[src/rtl/video_capture.sv]
// Parallel RGB video sink: registers the incoming pixel bus, recovers x/y from
// sync and data-enable edges, emits framebuffer writes and measures geometry.
module video_capture #(
    parameter int unsigned MAX_W       = 256,
    parameter int unsigned MAX_H       = 240,
    parameter int unsigned LOCK_FRAMES = 2
) (
    input  logic        clock,
    input  logic        reset,
    input  logic        enable,
    input  logic [7:0]  in_red,
    input  logic [7:0]  in_green,
    input  logic [7:0]  in_blue,
    input  logic        in_hsync,
    input  logic        in_vsync,
    input  logic        in_blank,
    output logic        wr_en,
    output logic [15:0] wr_addr,
    output logic [23:0] wr_data,
    output logic        frame_start,
    output logic        frame_done,
    output logic [15:0] meas_width,
    output logic [15:0] meas_height,
    output logic [15:0] meas_htotal,
    output logic        locked,
    output logic        err_overflow
);

    localparam logic [15:0] MaxW       = 16'(MAX_W);
    localparam logic [15:0] MaxH       = 16'(MAX_H);
    localparam logic [15:0] LockFrames = 16'(LOCK_FRAMES);

    typedef enum logic [0:0] {StSearch, StCapture} state_t;

    function automatic logic [15:0] sat_inc(input logic [15:0] v);
        return (v == 16'hFFFF) ? v : v + 16'd1;
    endfunction

    state_t      state_q, state_d;
    logic [23:0] pix_q, pix_d;
    logic        hs_q, hs_d, vs_q, vs_d, bl_q, bl_d;
    logic        hs_prev_q, hs_prev_d, vs_prev_q, vs_prev_d, bl_prev_q, bl_prev_d;
    logic [15:0] x_q, x_d, y_q, y_d;
    logic [15:0] hcnt_q, hcnt_d, htot_q, htot_d;
    logic [15:0] w0_q, w0_d;
    logic        mism_q, mism_d;
    logic        wr_en_q, wr_en_d;
    logic [15:0] wr_addr_q, wr_addr_d;
    logic [23:0] wr_data_q, wr_data_d;
    logic        fs_q, fs_d, fd_q, fd_d;
    logic [15:0] meas_w_q, meas_w_d, meas_h_q, meas_h_d, meas_ht_q, meas_ht_d;
    logic [15:0] cnt_q, cnt_d;
    logic        locked_q, locked_d;
    logic        prev_valid_q, prev_valid_d;
    logic        err_q, err_d;

    // Scratch values for the combinational block
    logic        ev_vs, ev_hs, ev_def, line_open, capturing, geom_eq;
    logic [15:0] x_cl, y_cl, w0_cl, ht_cl, x_px, y_px, cnt_n;
    logic        mism_cl;

    // State register: every flop clears on asynchronous reset
    always_ff @(posedge clock or negedge reset) begin
        if (!reset) begin
            state_q      <= StSearch;
            pix_q        <= '0;
            hs_q         <= 1'b0;
            vs_q         <= 1'b0;
            bl_q         <= 1'b0;
            hs_prev_q    <= 1'b0;
            vs_prev_q    <= 1'b0;
            bl_prev_q    <= 1'b0;
            x_q          <= '0;
            y_q          <= '0;
            hcnt_q       <= '0;
            htot_q       <= '0;
            w0_q         <= '0;
            mism_q       <= 1'b0;
            wr_en_q      <= 1'b0;
            wr_addr_q    <= '0;
            wr_data_q    <= '0;
            fs_q         <= 1'b0;
            fd_q         <= 1'b0;
            meas_w_q     <= '0;
            meas_h_q     <= '0;
            meas_ht_q    <= '0;
            cnt_q        <= '0;
            locked_q     <= 1'b0;
            prev_valid_q <= 1'b0;
            err_q        <= 1'b0;
        end else begin
            state_q      <= state_d;
            pix_q        <= pix_d;
            hs_q         <= hs_d;
            vs_q         <= vs_d;
            bl_q         <= bl_d;
            hs_prev_q    <= hs_prev_d;
            vs_prev_q    <= vs_prev_d;
            bl_prev_q    <= bl_prev_d;
            x_q          <= x_d;
            y_q          <= y_d;
            hcnt_q       <= hcnt_d;
            htot_q       <= htot_d;
            w0_q         <= w0_d;
            mism_q       <= mism_d;
            wr_en_q      <= wr_en_d;
            wr_addr_q    <= wr_addr_d;
            wr_data_q    <= wr_data_d;
            fs_q         <= fs_d;
            fd_q         <= fd_d;
            meas_w_q     <= meas_w_d;
            meas_h_q     <= meas_h_d;
            meas_ht_q    <= meas_ht_d;
            cnt_q        <= cnt_d;
            locked_q     <= locked_d;
            prev_valid_q <= prev_valid_d;
            err_q        <= err_d;
        end
    end

    // Next-state: input stage, position tracking, writes, measurement and lock FSM
    always_comb begin
        pix_d        = {in_red, in_green, in_blue};
        hs_d         = in_hsync;
        vs_d         = in_vsync;
        bl_d         = in_blank;
        hs_prev_d    = hs_q;
        vs_prev_d    = vs_q;
        bl_prev_d    = bl_q;
        state_d      = state_q;
        wr_en_d      = 1'b0;
        wr_addr_d    = wr_addr_q;
        wr_data_d    = wr_data_q;
        fs_d         = 1'b0;
        fd_d         = 1'b0;
        meas_w_d     = meas_w_q;
        meas_h_d     = meas_h_q;
        meas_ht_d    = meas_ht_q;
        cnt_d        = cnt_q;
        locked_d     = locked_q;
        prev_valid_d = prev_valid_q;
        err_d        = err_q;
        cnt_n        = '0;

        ev_vs  = vs_prev_q & ~vs_q;
        ev_hs  = hs_prev_q & ~hs_q;
        ev_def = bl_prev_q & ~bl_q;

        // Close the current line first, then let VS open a fresh frame
        line_open = (x_q != 16'd0);
        x_cl      = ev_def ? 16'd0 : x_q;
        y_cl      = (ev_def && line_open) ? sat_inc(y_q) : y_q;
        w0_cl     = (ev_def && line_open && y_q == 16'd0) ? x_q : w0_q;
        mism_cl   = mism_q | (ev_def && line_open && y_q != 16'd0 && x_q != w0_q);
        ht_cl     = ev_hs ? hcnt_q : htot_q;
        hcnt_d    = ev_hs ? 16'd1 : sat_inc(hcnt_q);
        htot_d    = ht_cl;
        geom_eq   = (w0_cl == meas_w_q) && (y_cl == meas_h_q) && (ht_cl == meas_ht_q);

        x_px   = ev_vs ? 16'd0 : x_cl;
        y_px   = ev_vs ? 16'd0 : y_cl;
        x_d    = x_px;
        y_d    = y_px;
        w0_d   = ev_vs ? 16'd0 : w0_cl;
        mism_d = ev_vs ? 1'b0 : mism_cl;

        capturing = (state_q == StCapture) && enable;
        if (bl_q) begin
            x_d = sat_inc(x_px);
            if (capturing) begin
                if (x_px < MaxW && y_px < MaxH) begin
                    wr_en_d   = 1'b1;
                    wr_addr_d = {y_px[7:0], x_px[7:0]};
                    wr_data_d = pix_q;
                end else begin
                    err_d = 1'b1;
                end
            end
        end

        unique case (state_q)
            StSearch: begin
                if (enable && ev_vs) begin
                    state_d      = StCapture;
                    fs_d         = 1'b1;
                    cnt_d        = '0;
                    prev_valid_d = 1'b0;
                end
            end
            StCapture: begin
                if (!enable) begin
                    state_d      = StSearch;
                    locked_d     = 1'b0;
                    cnt_d        = '0;
                    prev_valid_d = 1'b0;
                end else if (ev_vs) begin
                    fs_d      = 1'b1;
                    fd_d      = 1'b1;
                    meas_w_d  = w0_cl;
                    meas_h_d  = y_cl;
                    meas_ht_d = ht_cl;
                    // First frame has nothing to compare against; only line consistency counts
                    if (mism_cl) begin
                        cnt_n = '0;
                    end else if (!prev_valid_q) begin
                        cnt_n = 16'd1;
                    end else if (geom_eq) begin
                        cnt_n = sat_inc(cnt_q);
                    end else begin
                        cnt_n = '0;
                    end
                    cnt_d        = cnt_n;
                    locked_d     = (cnt_n != 16'd0) && (cnt_n >= LockFrames);
                    prev_valid_d = 1'b1;
                end
            end
            default: state_d = StSearch;
        endcase
    end

    assign wr_en        = wr_en_q;
    assign wr_addr      = wr_addr_q;
    assign wr_data      = wr_data_q;
    assign frame_start  = fs_q;
    assign frame_done   = fd_q;
    assign meas_width   = meas_w_q;
    assign meas_height  = meas_h_q;
    assign meas_htotal  = meas_ht_q;
    assign locked       = locked_q;
    assign err_overflow = err_q;

endmodule
[config.mk]
export PLATFORM = sky130hd
export DESIGN_NAME = video_capture
export DESIGN_NICKNAME = d
export VERILOG_FILES = /design/src/rtl/video_capture.sv
export SDC_FILE = /design/constraint.sdc
export NUM_CORES = 1
export LEC_CHECK = 0
export ABC_AREA = 1
export CAP_MARGIN = 0
export CORE_UTILIZATION = 57
export DETAILED_ROUTE_END_ITERATION = 6
export GPL_ROUTABILITY_DRIVEN = 0
export GPL_TIMING_DRIVEN = 0
export PLACE_DENSITY_LB_ADDON = 0.15
export SLEW_MARGIN = 20
export SYNTH_ARGS = -nofsm -noshare
export SYNTH_HDL_FRONTEND = slang
export SYNTH_SLANG_ARGS = --single-unit
[constraint.sdc]
create_clock -name clock -period 3.7 [get_ports clock]
set_clock_uncertainty 0.15 [all_clocks]
set_input_delay 0.74 -clock clock [delete_from_list [all_inputs] [get_ports clock]]
set_output_delay 0.74 -clock clock [all_outputs]
set_load 0.01 [all_outputs]
== Word-level counts from Yosys, hierarchy flattened ==
Index checks and enable logic that the tools add are counted.

* Bits in registers: 222
* Input port bits: 30
* Output and inout port bits: 93

* $add $sub $neg: 4
* Order comparisons: 3
* Eq/ne operators: 12
* Mux-type cells: 40
* Bitwise gates (word level): 9
* Reductions and logical operators: 19

{| class="wikitable"
|+ Operators with widths
! kind !! number
|-
| 16-bit 2-to-1 mux || 22
|-
| 16-bit by 1-bit adder with 16-bit output, second input constant || 4
|-
| 16-bit equality test, second input constant || 4
|-
| 16-bit equality test || 3
|-
| 16-bit nonzero test || 3
|-
| 16-bit one-hot mux with 2 select lines || 1
|-
| 16-bit by 2-bit greater-or-equal comparator with 1-bit output, second input constant || 1
|-
| 16-bit zero test || 1
|-
| 16-bit by 8-bit < comparator with 1-bit output, second input constant || 1
|-
| 16-bit by 9-bit < comparator with 1-bit output, second input constant || 1
|-
| 16-bit inequality test || 1
|-
| 1-bit 2-to-1 mux || 14
|-
| 1-bit logical AND || 10
|-
| 3-bit AND reduction || 3
|-
| 1-bit one-hot mux with 2 select lines || 3
|-
| 1-bit inverter || 5
|-
| 2-bit inequality test, second input constant || 2
|-
| 2-bit AND reduction || 2
|-
| 1-bit AND || 3
|-
| 3-bit by 2-bit inequality test with 1-bit output, second input constant || 1
|-
| 2-bit by 1-bit inequality test with 1-bit output, second input constant || 1
|-
| 1-bit OR || 1
|}

== Depth between registers and ports, before layout ==
* Depth in word-level cells: 18
* Mapped depth: 24
* Mapped depth without buffers: 22

== Worst setup path before layout ==
No wires, ideal clock.

* Kind: register to register
* Start point: register bl_q (netlist: bl_prev_d)
* End point: register x_q[10]
* Data arrival time: 2,877 ps
* Required time: 3,411 ps
* Path slack: 535 ps
* Stages on the path, launching flop included: 20
* Path buffers: 2
* Period minus slack after synthesis: 3,165 ps
* Cell sequence: dfrtp_1 > inv_2 > nand2_2 > inv_2 > buf_4 > clkbuf_1 > nor3_1 > ha_1 > inv_1 > nor4_1 > nand3_1 > nor3_1 > nand2_1 > nand2_1 > inv_1 > nand2_1 > nor3_1 > nand3_1 > nor3_1 > xor2_1

* Longest elaborated chain between the ends: 7
* Elaborated cells between the ends (all ways): 8
* Those cells by class: add/sub: 1; eq/ne: 1; mux: 4; bitwise: 2

{| class="wikitable"
|+ Ends and longest elaborated chain
! what !! RTL line !! text
|-
| start, declared || 41 || <nowiki>logic hs_q, hs_d, vs_q, vs_d, bl_q, bl_d;</nowiki>
|-
| start signal, assigned || 96 || <nowiki>bl_q <= bl_d;</nowiki>
|-
| 1-bit inverter * || 147 || <nowiki>ev_def = bl_prev_q & ~bl_q;</nowiki>
|-
| 1-bit AND * || 147 ||
|-
| 16-bit 2-to-1 mux * || 151 || <nowiki>x_cl = ev_def ? 16'd0 : x_q;</nowiki>
|-
| 16-bit 2-to-1 mux * || 160 || <nowiki>x_px = ev_vs ? 16'd0 : x_cl;</nowiki>
|-
| net x_px[0] || 59 || <nowiki>logic [15:0] x_cl, y_cl, w0_cl, ht_cl, x_px, y_px, cnt_n;</nowiki>
|-
| 16-bit by 1-bit adder with 16-bit output or 16-bit equality test (tied branches) || 36 || <nowiki>return (v == 16'hFFFF) ? v : v + 16'd1;</nowiki>
|-
| 16-bit 2-to-1 mux * || 36 ||
|-
| 16-bit 2-to-1 mux * || 168 || <nowiki>if (bl_q) begin</nowiki>
|-
| net x_d[10] || 43 || <nowiki>logic [15:0] x_q, x_d, y_q, y_d;</nowiki>
|-
| end signal, assigned || 73 || <nowiki>x_q <= '0;</nowiki>
|-
| end signal, assigned || 100 || <nowiki>x_q <= x_d;</nowiki>
|-
| end, declared || 43 ||
|}

Mark *: on every way through the listed nets, which the timed path passes. The rest lies on a longest branch.
A chain may end at the register's enable or synchronous reset.

== Worst setup path after layout ==
* Start point: register y_q[0]
* End point: register locked_q (netlist: locked)

* Longest elaborated chain between the ends: 16
* Elaborated cells between the ends (all ways): 26
* Those cells by class: add/sub: 1; order compare: 1; eq/ne: 3; mux: 11; bitwise: 1; reduce/logical: 9

{| class="wikitable"
|+ Ends and longest elaborated chain
! what !! RTL line !! text
|-
| start, declared || 43 ||
|-
| start signal, assigned || 101 || <nowiki>y_q <= y_d;</nowiki>
|-
| 16-bit by 1-bit adder with 16-bit output, or another cell as far along || 36 ||
|-
| 16-bit 2-to-1 mux or 1-bit logical AND (tied branches) || 36, 153 ||
|-
| 16-bit 2-to-1 mux, on equally long branches || 152, 153 ||
|-
| 16-bit equality test || 158 || <nowiki>geom_eq = (w0_cl == meas_w_q) && (y_cl == meas_h_q) && (ht_cl == meas_ht_q);</nowiki>
|-
| 1-bit logical AND (2 in a row) || 158 ||
|-
| 16-bit 2-to-1 mux || 207 || <nowiki>end else if (geom_eq) begin</nowiki>
|-
| 16-bit 2-to-1 mux || 205 || <nowiki>end else if (!prev_valid_q) begin</nowiki>
|-
| 16-bit 2-to-1 mux * || 203 || <nowiki>if (mism_cl) begin</nowiki>
|-
| 16-bit 2-to-1 mux * || 196 || <nowiki>end else if (ev_vs) begin</nowiki>
|-
| 16-bit 2-to-1 mux * || 191 || <nowiki>if (!enable) begin</nowiki>
|-
| 16-bit 2-to-1 mux * || 181 || <nowiki>unique case (state_q)</nowiki>
|-
| 16-bit by 2-bit greater-or-equal comparator with 1-bit output or 16-bit nonzero test (tied branches) || 213 || <nowiki>locked_d = (cnt_n != 16'd0) && (cnt_n >= LockFrames);</nowiki>
|-
| 1-bit logical AND * || 213 ||
|-
| 1-bit 2-to-1 mux * || 196 ||
|-
| 1-bit 2-to-1 mux * || 191 ||
|-
| end signal, assigned || 115 || <nowiki>locked_q <= locked_d;</nowiki>
|-
| end, declared || 53 || <nowiki>logic locked_q, locked_d;</nowiki>
|}

Mark *: on every way between the ends. The rest lies on a longest branch, timed or not. The select of a mux whose other input is x is not followed.

==> qor.csv <==
stage;metric;value;unit
power;power.density;548;nW/µm²
timing;finalCritPeriodShare;94.3;%
timing;fin_crit;3490;ps
route;first_pass_iters;5;
synthesis;synth_cell_type_count;41;
route;num_vias;9981;
global_route;grt_max_degree;100;
hold_path;hp-class;reg2reg;
layout;fill_cells;1481;
flow_run;drv_cap;0;
layout;nNetsFinal;1618;
synthesis;seq_area_frac_synth;50.4;%
critical_path;cpLargestDelayFamily;simple AND/OR/NAND/NOR gates;
timing;hold_ws;275;ps
route;wire_per_inst;15.2;µm
synthesis;syn-mean-instance-area;7.70;µm²
clock_tree;root_buffer;clkbuf_16;
global_route;met3_usage;7.51;%
route;initialDrtViolationCount;769;
floorplanning;die_h;141;µm
critical_path;required;4010;ps
critical_path;timing.critical_path.fanout_max;10;
synthesis;ys.warnings.count;0;
critical_path;start_kind;flip-flop;
layout;syn_to_final_growth;22.3;%
route;ant_nets;0;
floorplanning;num_rows;50;
critical_path;crit_arrival;3800;ps
floorplanning;die_width;141;µm
power;vdd_drop_max;0.382;mV
critical_path;cp_slowest_cell;dfrtp_1;
clock_tree;htreeDepth;1;
timing;max_slew_margin;53.8;%
timing;rsz0062_at_grt;no;
critical_path;crit_chain;inv_1 -> ha_1 -> nand2_1 -> nor2_1 -> nand2_1 -> nor2_4 -> nand3_4 -> buf_6 -> nand2_1 -> nand2_1 -> nand2_1 -> nand2_1 -> nor2_1 -> nand2_1 -> nor2_1 -> nand3_1 -> nor2_4 -> clkbuf_4 -> o21ai_0 -> nand2_1 -> nor2_1 -> nand2_1 -> nand2_1 -> nand2_1;
global_route;grt_pass1_vias;9701;
clock_tree;clk_latency;520;ps
route;wl;28300;µm
synthesis;synth_seq_cells;222;
layout;most-common-layout-cells;nand2_1 (499), dfrtp_1 (222), inv_1 (140);
synthesis;syn_area;11000;µm²
layout;layout_commonest_cell;nand2_1;
timing;slew_violations;0;
floorplanning;dieArea;19900;µm²
synthesis;syn_inst;1432;
timing;setup_viol;0;
floorplanning;ios;123;
critical_path;crit_type;reg2reg;
route;via_per_inst;5.37;
placement;io_buffers;122;
timing;finalHoldViolCount;0;
global_route;grt_remaining_overflow;0;
floorplanning;core;18800;µm²
global_route;grt_use_met1;37.7;%
global_route;grt_pass1_wl;46900;µm
global_route;grtUsageMet2;48.4;%
floorplanning;initial_core_util;58.6;%
global_route;grt.busiest_layer;met2;
placement;placed_area;12600;µm²
layout;fin_area;13500;µm²
clock_tree;cts_max_path_buffers;3;
power;p_leak;0.00645;µW
route;drc_errors;0;
clock_tree;cts_tree;built;
layout;antenna_cells;0;
clock_tree;cts_setup_buffers;0;
global_route;antenna_found_initial;0;
critical_path;max_stage_delay;410;ps
synthesis;synthesis.nets;1467;
global_route;grt_use_total;29.7;%
clock_tree;cts_buffers;25;
clock_tree;clock-sinks;222;
clock_tree;clk_pin_slew;60;ps
timing;worstMarginPinSlew;693;ps
timing;clock.fmax;287;MHz
layout;drive_above_1_share;5.88;%
critical_path;critPathBufInv;3;
critical_path;endpoint_kind;flip-flop;
placement;hpwl;20600;µm
critical_path;path_common_cell;nand2_1;
outcome;status;complete, no violations;
==> power breakdown <==
part / switching (µW) / total [µW] / internal, µW
Clock: 953 / 2390 / 1440
Sequential: 313 / 3120 / 2800
Combinational: 1010 / 1880 / 873
==> cells by family after synthesis <==
| logic type | synth area share, % |
|---|---|
| xor gates and xnor gates | 2.78 |
| AOI/OAI and AO/OA | 6.17 |
| buffers and inverters | 7.16 |
| adders and majority gates | 0.567 |
| and+or+nand+nor | 33.0 |
| DFF | 50.4 |
==> final timing paths <==
kind | from | to | slack [ps] | cells after the start
worst max-delay path | y_q[0]$_DFF_PN0_ | locked$_DFFE_PN0P_ | 210 | 24
worst min-delay path | hs_prev_d$_DFF_PN0_ | hs_prev_q$_DFF_PN0_ | 270 | 0
worst max register to register | y_q[0]$_DFF_PN0_ | locked$_DFFE_PN0P_ | 210 | 24
worst min register to register | hs_prev_d$_DFF_PN0_ | hs_prev_q$_DFF_PN0_ | 270 | 0
max in group asynchronous | reset | wr_data[5]$_DFFE_PN0P_ | 1670 | 4
min in group asynchronous | reset | meas_height[0]$_DFFE_PN0P_ | 570 | 2
==> repair_timing <==
action / CTS / global route
setup endpoints to repair: 9 / 15
pin swaps: 0 / 0
hold endpoints to repair: 2 / 0
resized for setup: 8 / 8
hold buffers: 1 / 0
==> sequential cells by signal (all words and copies together) (netlist names), 16 cells and up <==
| register | cells |
|---|---|
| w0_q | 16 |
| hcnt_q | 16 |
| wr_data | 24 |
| meas_width | 16 |
| meas_height | 16 |
| wr_addr | 16 |
| pix_q | 24 |
| x_q | 16 |
| meas_htotal | 16 |
| y_q | 16 |
| cnt_q | 16 |
| htot_q | 16 |
==> final cells by class <==
cell class	instances	area (µm²)	share of cell area [%]
flip-flops and latches	222	5560	41.2
multi-input cells	1019	4740	35.1
repair buffers	125	1290	9.57
clock buffers	37	701	5.19
inverters	146	548	4.06
well taps	260	325	2.41
plain buffers	44	249	1.84
clock inverters	6	83.8	0.621
==> layer usage <==
| metal | routed length, µm | vias to the layer above |
|---|---|---|
| met5 | 0 | - |
| met2 | 13000 | 354 |
| met1 | 12000 | 4695 |
| met4 | 1020 | 0 |
| met3 | 2210 | 76 |
| li1 | - | 4856 |
==> metrics by stage <==
step | total power [µW] | cells | setup TNS [ps] | utilization [%] | setup slack (ps)
2_1_floorplan | 4050 | 1432 | 0 | - | 535
3_3_place_gp | 4950 | 1814 | -1656430 | 66.8 | -7480
3_5_place_dp | 4990 | 1816 | -866 | 67.1 | -406
4_1_cts | 7420 | 1860 | 0 | 71.5 | 0.376
5_1_grt | 7790 | 1859 | 0 | 71.7 | 8.95
6_report | 7390 | 1859 | 0 | 71.7 | 211
==> synth_stat cells <==
| master | n | area share (%) |
|---|---|---|
| nand2_1 | 500 | 17 |
| dfrtp_1 | 222 | 50 |
| inv_1 | 140 | 4.8 |
| nor2_1 | 139 | 4.7 |
| nand3_1 | 113 | 5.1 |
| o21ai_0 | 81 | 3.7 |
| nor3_1 | 40 | 1.8 |
| nand4_1 | 24 | 1.4 |
| xor2_1 | 21 | 1.7 |
| a21oi_1 | 18 | 0.82 |
| clkbuf_1 | 17 | 0.58 |
| nand3b_1 | 17 | 1.2 |
| buf_2 | 16 | 0.73 |
| xnor2_1 | 14 | 1.1 |
| buf_4 | 6 | 0.41 |
| inv_2 | 6 | 0.20 |
| ha_1 | 5 | 0.57 |
| o21ai_1 | 5 | 0.23 |
| a32o_1 | 4 | 0.36 |
| buf_6 | 4 | 0.41 |
| a211oi_1 | 3 | 0.20 |
| a31oi_1 | 3 | 0.17 |
| nor2_2 | 3 | 0.17 |
| nor2_4 | 3 | 0.31 |
| nor4_1 | 3 | 0.17 |
| nor4_2 | 3 | 0.34 |
| o21a_1 | 3 | 0.20 |
| and3_1 | 2 | 0.11 |
| buf_1 | 2 | 0.068 |
| nand2_2 | 2 | 0.11 |
| nor3b_1 | 2 | 0.14 |
| or2_2 | 2 | 0.11 |
| a21o_1 | 1 | 0.068 |
| a21oi_4 | 1 | 0.15 |
| nand2_4 | 1 | 0.10 |
| nand3_2 | 1 | 0.091 |
| nand4_2 | 1 | 0.11 |
| o21bai_1 | 1 | 0.068 |
| o221a_2 | 1 | 0.10 |
| o22ai_1 | 1 | 0.057 |
| o31ai_1 | 1 | 0.068 |
Power figures use the tool's default switching activity.
